--- src/rtl/data_sram_responder_pkg.sv ---
// Shared definitions for the data-side SRAM responder: size encodings, FIFO depth, slot record.
// Latency: n/a (definitions only).
// Backpressure: n/a.
package data_sram_responder_pkg;

    // CPU access size encoding on data_size; the reserved code behaves like a word.
    typedef enum logic [1:0] {
        SIZE_BYTE = 2'd0,
        SIZE_HALF = 2'd1,
        SIZE_WORD = 2'd2,
        SIZE_RSVD = 2'd3
    } size_e;

    // Number of requests that may be in flight at once.
    localparam int FIFO_DEPTH = 2;

    // One in-order response slot: was it a store, and the data to return.
    typedef struct packed {
        logic        wr;
        logic [31:0] rdata;
    } resp_t;

    // Byte-lane write enables for a store of the given size at the given byte offset.
    function automatic logic [3:0] byte_strobe(input logic [1:0] size, input logic [1:0] off);
        logic [3:0] strb;
        case (size_e'(size))
            SIZE_BYTE: strb = 4'b0001 << off;
            SIZE_HALF: strb = off[1] ? 4'b1100 : 4'b0011;
            default:   strb = 4'b1111;
        endcase
        return strb;
    endfunction

endpackage

--- src/rtl/data_sram_responder_resp_fifo.sv ---
// Two-entry in-order response queue: push allocates a slot, fill stores its read data, pop retires the head.
// Latency: a slot is visible as head_filled the cycle after its fill.
// Backpressure: none internally; the owner must not push when count is full.
// Ports: clk/reset; push+push_wr allocate; fill+fill_rdata complete the oldest unfilled slot;
//        pop retires the head; count, head_filled, head_rdata report state.
module resp_fifo
    import data_sram_responder_pkg::*;
(
    input  logic        clk,
    input  logic        reset,
    input  logic        push,
    input  logic        push_wr,
    input  logic        fill,
    input  logic [31:0] fill_rdata,
    input  logic        pop,
    output logic [1:0]  count,
    output logic        head_filled,
    output logic [31:0] head_rdata
);

    resp_t      slot [2];
    logic [1:0] vld;
    logic [1:0] filled;
    logic       wptr;
    logic       rptr;
    logic       fptr;   // next slot to receive read data; fills arrive in push order

    always_ff @(posedge clk) begin
        if (reset) begin
            vld    <= 2'b00;
            filled <= 2'b00;
            wptr   <= 1'b0;
            rptr   <= 1'b0;
            fptr   <= 1'b0;
            count  <= 2'd0;
            slot[0] <= '0;
            slot[1] <= '0;
        end else begin
            // push, fill and pop always address distinct slots, so the updates never collide
            if (push) begin
                slot[wptr].wr <= push_wr;
                vld[wptr]     <= 1'b1;
                filled[wptr]  <= 1'b0;
                wptr          <= ~wptr;
            end
            if (fill) begin
                slot[fptr].rdata <= slot[fptr].wr ? 32'h0 : fill_rdata;
                filled[fptr]     <= 1'b1;
                fptr             <= ~fptr;
            end
            if (pop) begin
                vld[rptr]    <= 1'b0;
                filled[rptr] <= 1'b0;
                rptr         <= ~rptr;
            end
            case ({push, pop})
                2'b10:   count <= count + 2'd1;
                2'b01:   count <= count - 2'd1;
                default: count <= count;
            endcase
        end
    end

    assign head_filled = vld[rptr] && filled[rptr];
    assign head_rdata  = slot[rptr].rdata;

endmodule

--- src/rtl/data_sram_responder.sv ---
// SRAM-style CPU data port bridged onto a synchronous single-port RAM with up to two requests in flight.
// Latency: response pulse DELAY+2 cycles after acceptance; back-to-back accepts give back-to-back responses.
// Backpressure: data_addr_ok drops while two requests are outstanding; responses cannot be stalled.
// Ports: clk/reset; data_* CPU request/response side; ram_* synchronous RAM side (read data one cycle after ram_en).
module data_sram_responder
    import data_sram_responder_pkg::*;
#(
    parameter int AW    = 14,
    parameter int DELAY = 0
) (
    input  logic          clk,
    input  logic          reset,
    input  logic          data_req,
    input  logic          data_wr,
    input  logic [1:0]    data_size,
    input  logic [31:0]   data_addr,
    input  logic [31:0]   data_wdata,
    output logic          data_addr_ok,
    output logic          data_data_ok,
    output logic [31:0]   data_rdata,
    output logic          ram_en,
    output logic [3:0]    ram_wen,
    output logic [AW-1:0] ram_addr,
    output logic [31:0]   ram_wdata,
    input  logic [31:0]   ram_rdata
);

    logic        accept;
    logic        fill_q;       // a request was accepted last cycle; its RAM data is on ram_rdata now
    logic [2:0]  wait_cnt;
    logic [1:0]  count;
    logic        head_filled;
    logic [31:0] head_rdata;
    logic        unused_addr_hi;

    // Only registered state feeds addr_ok, so the CPU never sees a combinational loop through it.
    assign data_addr_ok = (count < 2'(FIFO_DEPTH));
    assign accept       = data_req && data_addr_ok && !reset;

    assign ram_en    = accept;
    assign ram_wen   = (accept && data_wr) ? byte_strobe(data_size, data_addr[1:0]) : 4'b0000;
    assign ram_addr  = data_addr[AW+1:2];
    assign ram_wdata = data_wdata;

    assign unused_addr_hi = ^data_addr[31:AW+2];

    assign data_data_ok = !reset && head_filled && (wait_cnt == 3'(DELAY));
    assign data_rdata   = data_data_ok ? head_rdata : 32'h0;

    always_ff @(posedge clk) begin
        if (reset) begin
            fill_q   <= 1'b0;
            wait_cnt <= 3'd0;
        end else begin
            fill_q <= accept;
            // Counter sits at 0 until the head holds data, then walks up to DELAY.
            if (data_data_ok) begin
                wait_cnt <= 3'd0;
            end else if (head_filled && (wait_cnt != 3'(DELAY))) begin
                wait_cnt <= wait_cnt + 3'd1;
            end
        end
    end

    resp_fifo u_resp_fifo (
        .clk         (clk),
        .reset       (reset),
        .push        (accept),
        .push_wr     (data_wr),
        .fill        (fill_q),
        .fill_rdata  (ram_rdata),
        .pop         (data_data_ok),
        .count       (count),
        .head_filled (head_filled),
        .head_rdata  (head_rdata)
    );

endmodule

--- config.mk ---
export PLATFORM = sky130hd
export DESIGN_NAME = data_sram_responder
export DESIGN_NICKNAME = d
export VERILOG_FILES = /design/src/rtl/data_sram_responder_pkg.sv /design/src/rtl/data_sram_responder_resp_fifo.sv /design/src/rtl/data_sram_responder.sv
export SDC_FILE = /design/constraint.sdc
export NUM_CORES = 1
export LEC_CHECK = 0
export ABC_AREA = 0
export CORE_MARGIN = 2
export CORE_UTILIZATION = 25
export CTS_CLUSTER_SIZE = 12
export DETAILED_ROUTE_END_ITERATION = 12
export PLACE_DENSITY = 0.58
export SLEW_MARGIN = 20
export SYNTH_ARGS = -nofsm -noshare
export SYNTH_HDL_FRONTEND = slang
export SYNTH_HIERARCHICAL = 1
export SYNTH_SLANG_ARGS = --single-unit
--- constraint.sdc ---
create_clock -name clk -period 2 [get_ports clk]
set_input_delay 0.5 -clock clk [delete_from_list [all_inputs] [get_ports clk]]
set_output_delay 0.5 -clock clk [all_outputs]
set_load 0.005 [all_outputs]
==> reports/results.ini, run 1 <==
[run_status]
outcome=finished with violations
failed_checks=negative setup slack

[floorplan]
rows=47
fp.dieH_um=133
initial_core_util_pct=25.4
die_area_um2=17800
dieWidth_um=133
core_um2=16500
io_pins=187

[logic_synthesis]
synth.top_cell.area_share_pct=47.3
yosys-top-cells-area=edfxtp_1, buf_4, mux2_2, dfxtp_1, nor2_1
synthCells=377
syn_avg_cell_area_um2=11.1
synth_top_family_by_area=simple AND/OR/NAND/NOR gates
ys.flop_type=edfxtp_1
synth_mux_area_share_pct=9.09
synth-seq-cells=81
synthAdderAreaFrac_pct=0.897
synth_xor_area_share_pct=0.837
synth_area_leader_cell=edfxtp_1
synth-seq-area-share_pct=54.5
yosys-top-cells-count=nor2_1, edfxtp_1, buf_4
synth_edf_count=66
yosys.area_share.simple_pct=20.6
synth_async_sr_flop_share_pct=0
syn_area_um2=4190
yosysWarnings=6
syn_nets=482
synthDistinctLibCells=32
synthMostInstantiatedCell=nor2_1
synth_compound_area_share_pct=2.57

[finish]
fillerInstances=1655
layout.nets=548
area_growth_pct=35.1
n_antenna_cell=0
drive_above_1_share_pct=38.2

[cts]
htreeDepth=3
cts-root-buf=clkbuf_16
cts.path.max_buffers=2
clkTransAtPathRegs_ps=60
insertion_delay_ps=330
ctsHoldBuffers=0
cts.sink_count=81
cts_tree=yes
cts_buffers=9

[worst_setup_path]
cp-startpoint=wait_cnt[0]$_SDFFE_PP0P_
startpoint_type=flop
path_common_cell=buf_6
path_buf_inv=5
cpMaxStageDelayCell=dfxtp_2
reg2regPathDepth=11
crit_arrival_ps=1730
crit_type=reg2out
reg2reg_slack_ps=-50
path_max_fanout=6
worstPathCellList=inv_2 > ha_4 > nand2b_4 > nor3b_4 > buf_6 > buf_6 > buf_6 > and2_4 > buf_6
regToRegEndpoint=u_resp_fifo/count[1]$_SDFFE_PP0P_
critPathTopFamily=buffers and inverters
cp_data_required_time_ps=1500
slowest_delay_ps=320
cp.depth=9
critPathCapture=data_rdata[11]
endpoint_kind=output port
timing.rr.start=wait_cnt[0]$_SDFFE_PP0P_

[sta]
drv_slew=0
fin_skew_ps=5.08
tns_ps=-5470
rsz0062_at_grt=true
worst_slew_pin_slew_ps=458
period_minus_slack_ps=2230
final_hold_viol_count=0
fmax_mhz=448
slew_headroom_pct=69.4
fin_crit_sh_pct=112
setup_ws_ps=-233
setup_viol=34

[worst_hold_path]
min-delay-path-class=reg2reg

[power_and_ir_drop]
power.density_nw_per_um2=714
power.leakage_nw=2.20
peakVddDrop_mv=0.351

[routing]
wl_per_cell_um=15.6
drc=0
vias=2807
drtIter0Drc=95
drt-total-wl_um=10400
drtAntennaViolNets=0
dr.pass1.iters=4
vias_per_cell=4.20

[grt]
grt_use_total_pct=12.3
grt_max_degree=29
grt_use_met2_pct=21.3
overflow=0
met3_usage_pct=3.77
use_met1_pct=13.5
grt.busiest_layer=met2
grt_pass1_wl_um=16200
antenna_found_initial=1
grt_pass1_vias=3074

[placement]
portBuffers=78
hpwlAfterDp_um=6840
place_congestion=0.670
pre_cts_ws_ps=-590

[run]
maxCapViolations=0

-- stage by stage --
stage	instance area, um2	cells	power [W]	hold slack (ps)	utilization (%)
final	5660	668	0.00404	456	34.4
after floorplan	4190	377	0.00224	434	-
after global placement	5030	635	0.00236	445	30.6
after CTS	5690	668	0.00411	464	34.6
after global routing	5660	668	0.00422	475	34.4
after detailed placement	5030	635	0.00237	455	30.6
-- cell type report --
cell class | count | area, um2 | share of cell area (%)
clock buffer | 12 | 236 | 4.18
clock inverter | 4 | 67.6 | 1.19
inverter | 7 | 26.3 | 0.464
multi-input combinational | 225 | 1540 | 27.2
sequential | 81 | 2290 | 40.5
tap | 220 | 275 | 4.87
timing repair buffer | 119 | 1220 | 21.6
-- report_power, final --
| part | leakage [nW] | internal (W) | switching (W) |
|---|---|---|---|
| combinational | 1.23 | 0.000208 | 0.000185 |
| clock | 0.146 | 0.00109 | 0.000607 |
| sequential | 0.817 | 0.00192 | 0.0000311 |
-- worst reg2reg max path: cells and delay by family, from the launching register on --
kind / cells / cell delay (ps)
and+or+nand+nor: 3 / 630
AOI/OAI and AO/OA: 1 / 140
DFF: 1 / 320
adders and majority gates: 2 / 350
buffers and inverters: 5 / 540
-- flip-flops by register name, indices dropped and copies added, names as in the netlist, named ones only --
name	flops
fill_q	1
u_resp_fifo/count	2
u_resp_fifo/filled	2
u_resp_fifo/fptr	1
u_resp_fifo/rptr	1
u_resp_fifo/slot	66
u_resp_fifo/vld	2
u_resp_fifo/wptr	1
wait_cnt	3
-- how the worst min path moves through the flow --
| stage | start | endpoint | slack, ps | cells past startpoint |
|---|---|---|---|---|
| 6_report | u_resp_fifo/vld[0]$_SDFF_PP0_ | u_resp_fifo/vld[0]$_SDFF_PP0_ | 460 | 2 |
| 5_1_grt | u_resp_fifo/vld[0]$_SDFF_PP0_ | u_resp_fifo/vld[0]$_SDFF_PP0_ | 470 | 2 |
| 4_1_cts | u_resp_fifo/vld[0]$_SDFF_PP0_ | u_resp_fifo/vld[0]$_SDFF_PP0_ | 460 | 2 |
| 3_5_place_dp | u_resp_fifo/vld[0]$_SDFF_PP0_ | u_resp_fifo/vld[0]$_SDFF_PP0_ | 450 | 2 |
| 3_3_place_gp | u_resp_fifo/vld[0]$_SDFF_PP0_ | u_resp_fifo/vld[0]$_SDFF_PP0_ | 450 | 2 |
| 2_1_floorplan | u_resp_fifo/vld[0]$_SDFF_PP0_ | u_resp_fifo/vld[0]$_SDFF_PP0_ | 430 | 2 |
-- logic make-up (layout without fill, tap and decap cells) --
logic type | after synthesis | count (layout)
muxes | 34 | 34
buffers and inverters | 71 | 142
DFF | 81 | 81
and+or+nand+nor | 165 | 165
AOI/OAI and AO/OA | 19 | 19
xor gates and xnor gates | 4 | 4
adders and majority gates | 3 | 3
-- what timing repair did --
item	CTS	global route
resized for setup	235	14
endpoints found under the setup margin	39	38
buffers inserted	18	4
endpoints found under the hold margin	0	0
cloned	2	0
pin swaps	36	7
-- cells in the final DEF, fill, tap and decap left out, types with 4 or more instances in the layout --
| cell type | netlist | final |
|---|---|---|
| clkbuf_16 | 0 | 9 |
| buf_12 | 0 | 6 |
| and2_4 | 0 | 31 |
| nand2b_1 | 39 | 39 |
| buf_6 | 3 | 41 |
| nor2_1 | 75 | 75 |
| buf_4 | 49 | 23 |
| edfxtp_1 | 66 | 66 |
| mux2_2 | 30 | 30 |
| a21oi_1 | 10 | 9 |
| clkdlybuf4s50_1 | 0 | 34 |
| dfxtp_1 | 15 | 8 |
| dlygate4sd2_1 | 0 | 6 |
| nand2_1 | 6 | 5 |
| buf_2 | 7 | 4 |
| dfxtp_2 | 0 | 7 |
| inv_1 | 7 | 5 |
-- metal layers --
metal	routed length [um]	part of all wire, %
met1	4250	41
met5	11	0.11
met3	580	5.6
met4	378	3.6
met2	5200	50
Power figures use the tool's default switching activity.
==> inputs of run 2 (changes only) <==
--- a/config.mk
+++ b/config.mk
@@ -16,3 +16,4 @@
 export SYNTH_HDL_FRONTEND = slang
 export SYNTH_HIERARCHICAL = 1
 export SYNTH_SLANG_ARGS = --single-unit
+export TNS_END_PERCENT = 10
==> constraint.sdc (replaced) <==
create_clock -name clk -period 2 [get_ports clk]
set_input_delay 0.4 -clock clk [delete_from_list [all_inputs] [get_ports clk]]
set_output_delay 0.4 -clock clk [all_outputs]
set_load 0.005 [all_outputs]
==> run 2 against run 1 <==
Effect of this change:
- the flow still finishes with violations (negative setup slack)
- global-route usage increased by 0.12 points
- die area stayed put
- sequential cell count stayed put
- combinational power fell by 3%
- largest power group unchanged
- critical endpoint is now ram_wen[0]
- largest cell class unchanged
- sequential share of layout area up 0.62 points
- power down 2.4%
- routed wire length up 0.65%
- count of clock-buffer cells in the layout shrank 3
- critical path depth shrank 4
==> reports/results.ini, run 2 (synthesis gave the netlist of run 1 again) <==
[grt]
antenna_found_initial=0
overflow=0
grt_max_degree=32
grt_pass1_vias=3106
grt_pass1_wl_um=16500
grt_use_total_pct=12.4

[worst_setup_path]
path_max_fanout=4
reg2regPathDepth=12
crit_arrival_ps=1800
cp-startpoint=data_req
critPathCapture=ram_wen[0]
regToRegEndpoint=u_resp_fifo/count[1]$_SDFFE_PP0P_
startpoint_type=input pin
reg2reg_slack_ps=-100
timing.rr.start=wait_cnt[0]$_SDFFE_PP0P_
cp_data_required_time_ps=1600
endpoint_kind=output port
crit_type=in2out

[finish]
largestRegisters=u_resp_fifo/slot (66), wait_cnt (3)
layout.nets=545
largest_reg_flops=66
layout_commonest_cell=nor2_1
drive_above_1_share_pct=35.1
final_cell_mix=nor2_1, edfxtp_1, clkdlybuf4s50_1
area_growth_pct=32.8
top_register=u_resp_fifo/slot
n_antenna_cell=0
fin_cells=665

[sta]
setup_viol=36
rsz0062_at_grt=true
fin_crit_sh_pct=110
slew_headroom_pct=75.8
drv_slew=0
fmax_mhz=455
period_minus_slack_ps=2200
fin_skew_ps=7.01
setup_ws_ps=-198
tns_ps=-4220
worst_slew_pin_slew_ps=362
final_hold_viol_count=0

[routing]
drc=0
drtAntennaViolNets=0
vias_per_cell=4.24
drtIter0Drc=83
drt-total-wl_um=10500
vias=2820
wl_per_cell_um=15.8
dr.pass1.iters=6

[placement]
place_congestion=0.686
place_inst=634
hpwlAfterDp_um=6890
portBuffers=78

[floorplan]
initial_core_util_pct=25.4
die_area_um2=17800
core_um2=16500
io_pins=187
rows=47
dieWidth_um=133
fp.dieH_um=133

[power_and_ir_drop]
power.leakage_nw=2.18
combPwrFrac_pct=9.7
power_switching_w=0.000858
p_seq_share_pct=49.6
power.density_nw_per_um2=709
switching_share_pct=21.8
peakVddDrop_mv=0.405
clkPwrFrac_pct=40.8
p_int_w=0.00309

[cts]
cts.path.max_buffers=2
htreeDepth=3
cts_tree=yes
cts.sink_count=81
cts-root-buf=clkbuf_16
insertion_delay_ps=340
ctsHoldBuffers=0
clkTransAtPathRegs_ps=60
cts_buffers=9

[run]
maxCapViolations=0

[run_status]
outcome=finished with violations
failed_checks=negative setup slack

[worst_hold_path]
min-delay-path-class=reg2reg

## run 2: stage by stage
step | area, um2 | setup WS, ps | util (%) | total power, W | hold WS [ps]
5_1_grt | 5560 | -284 | 33.8 | 0.00412 | 525
6_report | 5560 | -198 | 33.8 | 0.00394 | 487
3_3_place_gp | 5000 | -329 | 30.4 | 0.00235 | 444
4_1_cts | 5500 | -282 | 33.4 | 0.00401 | 488
2_1_floorplan | 4190 | 70.5 | - | 0.00224 | 434
3_5_place_dp | 5000 | -340 | 30.4 | 0.00236 | 465
## run 2: how the worst min path moves through the flow
stage                                        startpoint                             to  depth (start not counted)
after floorplan           u_resp_fifo/vld[0]$_SDFF_PP0_  u_resp_fifo/vld[0]$_SDFF_PP0_                          2
after global placement    u_resp_fifo/vld[0]$_SDFF_PP0_  u_resp_fifo/vld[0]$_SDFF_PP0_                          2
after detailed placement  u_resp_fifo/vld[0]$_SDFF_PP0_  u_resp_fifo/vld[0]$_SDFF_PP0_                          2
after CTS                 u_resp_fifo/wptr$_SDFFE_PP0P_  u_resp_fifo/wptr$_SDFFE_PP0P_                          2
after global routing      u_resp_fifo/wptr$_SDFFE_PP0P_  u_resp_fifo/wptr$_SDFFE_PP0P_                          2
final                     u_resp_fifo/vld[0]$_SDFF_PP0_  u_resp_fifo/vld[0]$_SDFF_PP0_                          2
## run 2: area by class of cell
cell class,count,area (um2)
fill,1684,10900
sequential,81,2290
multi-input combinational,225,1510
timing repair buffer,116,1160
tap,220,275
clock buffer,9,225
clock inverter,7,68.8
inverter,7,26.3
## run 2: metal layers
metal / part of all wire [%] / global-route usage, % / vias to the layer above / wire, um
met3: 5.9 / 4.41 / 48 / 623
met5: 0 / 0 / - / 0
met1: 39 / 13.0 / 1350 / 4080
li1: - / - / 1334 / -
met4: 3.4 / 5.61 / 0 / 354
met2: 52 / 22.3 / 88 / 5420
## run 2: power by group through the flow
stage                     sequential (W)  clock (W)  combinational [W]
after floorplan                  0.00198          0           0.000259
after global placement           0.00198          0           0.000363
after detailed placement         0.00199          0           0.000368
after CTS                        0.00196    0.00167           0.000387
after global routing             0.00197    0.00173           0.000421
final                            0.00196    0.00161           0.000381
## run 2: worst max-delay path, stage by stage
cell             delay [ps]
clkdlybuf4s50_1         480
nor3b_4                 210
nand2_2                 100
nor2_1                  110
clkdlybuf4s50_1         500
## run 2: timing repair
action,in CTS,in global routing
gates resized for setup,164,29
buffers inserted,11,2
endpoints found under the setup margin,39,40
pin swaps,15,9
cloned,3,0
==> inputs of run 3 (changes only) <==
--- a/config.mk
+++ b/config.mk
@@ -6,11 +6,13 @@
 export NUM_CORES = 1
 export LEC_CHECK = 0
 export ABC_AREA = 0
+export CAP_MARGIN = 20
 export CORE_MARGIN = 2
 export CORE_UTILIZATION = 25
 export CTS_CLUSTER_SIZE = 12
 export DETAILED_ROUTE_END_ITERATION = 12
 export PLACE_DENSITY = 0.58
+export REMOVE_ABC_BUFFERS = 1
 export SLEW_MARGIN = 20
 export SYNTH_ARGS = -nofsm -noshare
 export SYNTH_HDL_FRONTEND = slang
==> run 3 against run 2 <==
Effect of this change:
- the flow still finishes with violations (negative setup slack)
- sequential cell count stayed put
- cell area down 0.27%
- final cell count unchanged
- worst hold slack worse by 12 ps
- setup slack gained 59 ps
- via count increased by 2.5%
- routed wire length up 19%
- power increased by 2.8%
- sequential power barely moved
- die area unchanged
- clock skew is 2.3 ps higher
- largest power group unchanged
==> reports/results.ini, run 3 (synthesis gave the netlist of run 1 again) <==
[cts]
cts_tree=yes
cts.path.max_buffers=2
ctsHoldBuffers=0
cts-root-buf=clkbuf_16
insertion_delay_ps=330
htreeDepth=3
cts_buffers=9
cts.sink_count=81
clkTransAtPathRegs_ps=60

[grt]
grt_use_total_pct=14.6
overflow=0
grt_pass1_wl_um=19200
grt_pass1_vias=3084
antenna_found_initial=0
grt_max_degree=27

[worst_setup_path]
critPathTopFamily=buffers and inverters
startpoint_type=flop
cpMaxStageDelayCell=dfxtp_2
crit_type=reg2out
slowest_delay_ps=320
worstPathCellList=inv_2 > ha_4 > nand2b_4 > nor3b_4 > buf_6 > buf_6 > and2_2 > clkdlybuf4s15_2
crit_arrival_ps=1740
path_common_cell=buf_6
endpoint_kind=output port
path_buf_inv=4
cp_data_required_time_ps=1600
path_max_fanout=6

[finish]
largest_reg_flops=66
drive_above_1_share_pct=36.2
final_area_um2=5540
final_cell_mix=nor2_1, edfxtp_1, nand2b_1, clkdlybuf4s50_1, mux2_2
layout.nets=545
layout_commonest_cell=nor2_1
area_growth_pct=32.4
top_register=u_resp_fifo/slot
largestRegisters=u_resp_fifo/slot (66), wait_cnt (3)
n_antenna_cell=0

[sta]
final_hold_viol_count=0
fmax_mhz=467
slew_headroom_pct=78.4
setup_ws_ps=-139
worst_slew_pin_slew_ps=324
period_minus_slack_ps=2140
setup_viol=34
fin_skew_ps=9.31
fin_crit_sh_pct=107
hold_ws_ps=475
drv_slew=0
rsz0062_at_grt=true

[power_and_ir_drop]
p_total_w=0.00406
power.leakage_nw=2.16
peakVddDrop_mv=0.378
power.density_nw_per_um2=731

[floorplan]
initial_core_util_pct=25.4
dieWidth_um=133
fp.dieH_um=133
io_pins=187
rows=47
core_um2=16500
die_area_um2=17800

[placement]
dpl-instance-area_um2=5030
place_congestion=0.733
hpwlAfterDp_um=8280
portBuffers=78

[routing]
drtAntennaViolNets=0
wl_per_cell_um=18.8
dr.pass1.iters=4
drc=0
drt-total-wl_um=12500
drtIter0Drc=130
vias=2891
vias_per_cell=4.35

[worst_hold_path]
min-delay-path-class=reg2reg

[run]
maxCapViolations=0

[run_status]
outcome=finished with violations
failed_checks=negative setup slack

[run 3: what timing repair did]
| action | 4_1_cts | 5_1_grt |
|---|---|---|
| gates cloned | 3 | 0 |
| gates resized for setup | 162 | 45 |
| pin swaps | 9 | 16 |
| setup buffers | 15 | 1 |
| setup endpoints to repair | 38 | 39 |
[run 3: metrics by stage]
step / setup TNS (ps) / setup slack [ps] / instances / utilization, %
global placement: -7090 / -292 / 636 / 30.5
global route: -5770 / -233 / 665 / 33.7
CTS: -7490 / -333 / 669 / 33.5
floorplan: -1950 / -322 / 313 / -
finish: -2400 / -139 / 665 / 33.7
detailed placement: -7390 / -356 / 636 / 30.5
[run 3: worst reg2reg max path, cell delays in order (launching register included)]
cell and delay, ps:
dfxtp_2 320, inv_2 80, ha_4 150, nand2b_4 60
nor3b_4 210, buf_6 140, buf_12 120, buf_8 110
buf_4 150, ha_4 210, or3_4 360, a21oi_2 110
[run 3: per-layer routing]
layer,share of wire (%),vias up,GRT usage (%)
met5,0.37,-,4.17
met4,0.87,2,3.55
met3,14,16,9.89
met2,43,150,20.8
met1,42,1387,17.8
li1,-,1336,-
[run 3: path summary, 6_finish.rpt]
path / from / endpoint / slack (ps) / cells after the start
min: u_resp_fifo/vld[0]$_SDFF_PP0_ / u_resp_fifo/vld[0]$_SDFF_PP0_ / 480 / 2
max: wait_cnt[0]$_SDFFE_PP0P_ / data_rdata[23] / -140 / 8
max reg2reg: wait_cnt[0]$_SDFFE_PP0P_ / u_resp_fifo/count[1]$_SDFFE_PP0P_ / -80 / 11
min reg2reg: u_resp_fifo/vld[0]$_SDFF_PP0_ / u_resp_fifo/vld[0]$_SDFF_PP0_ / 480 / 2
[run 3: layout make-up]
cell class / instances / area (um2)
fillers: 1671 / 10900
flip-flops and latches: 81 / 2290
multi-input cells: 225 / 1510
repair buffers: 116 / 1130
well taps: 220 / 275
clock buffers: 10 / 229
clock inverters: 6 / 82.6
inverters: 7 / 26.3
[run 3: power breakdown]
group	total (W)	internal (W)	leakage [nW]	switching, W
combinational	0.000380	0.000200	1.19	0.000180
sequential	0.00195	0.00192	0.817	0.0000327
clock	0.00172	0.00109	0.152	0.000633
total	0.00406	0.00321	2.16	0.000846
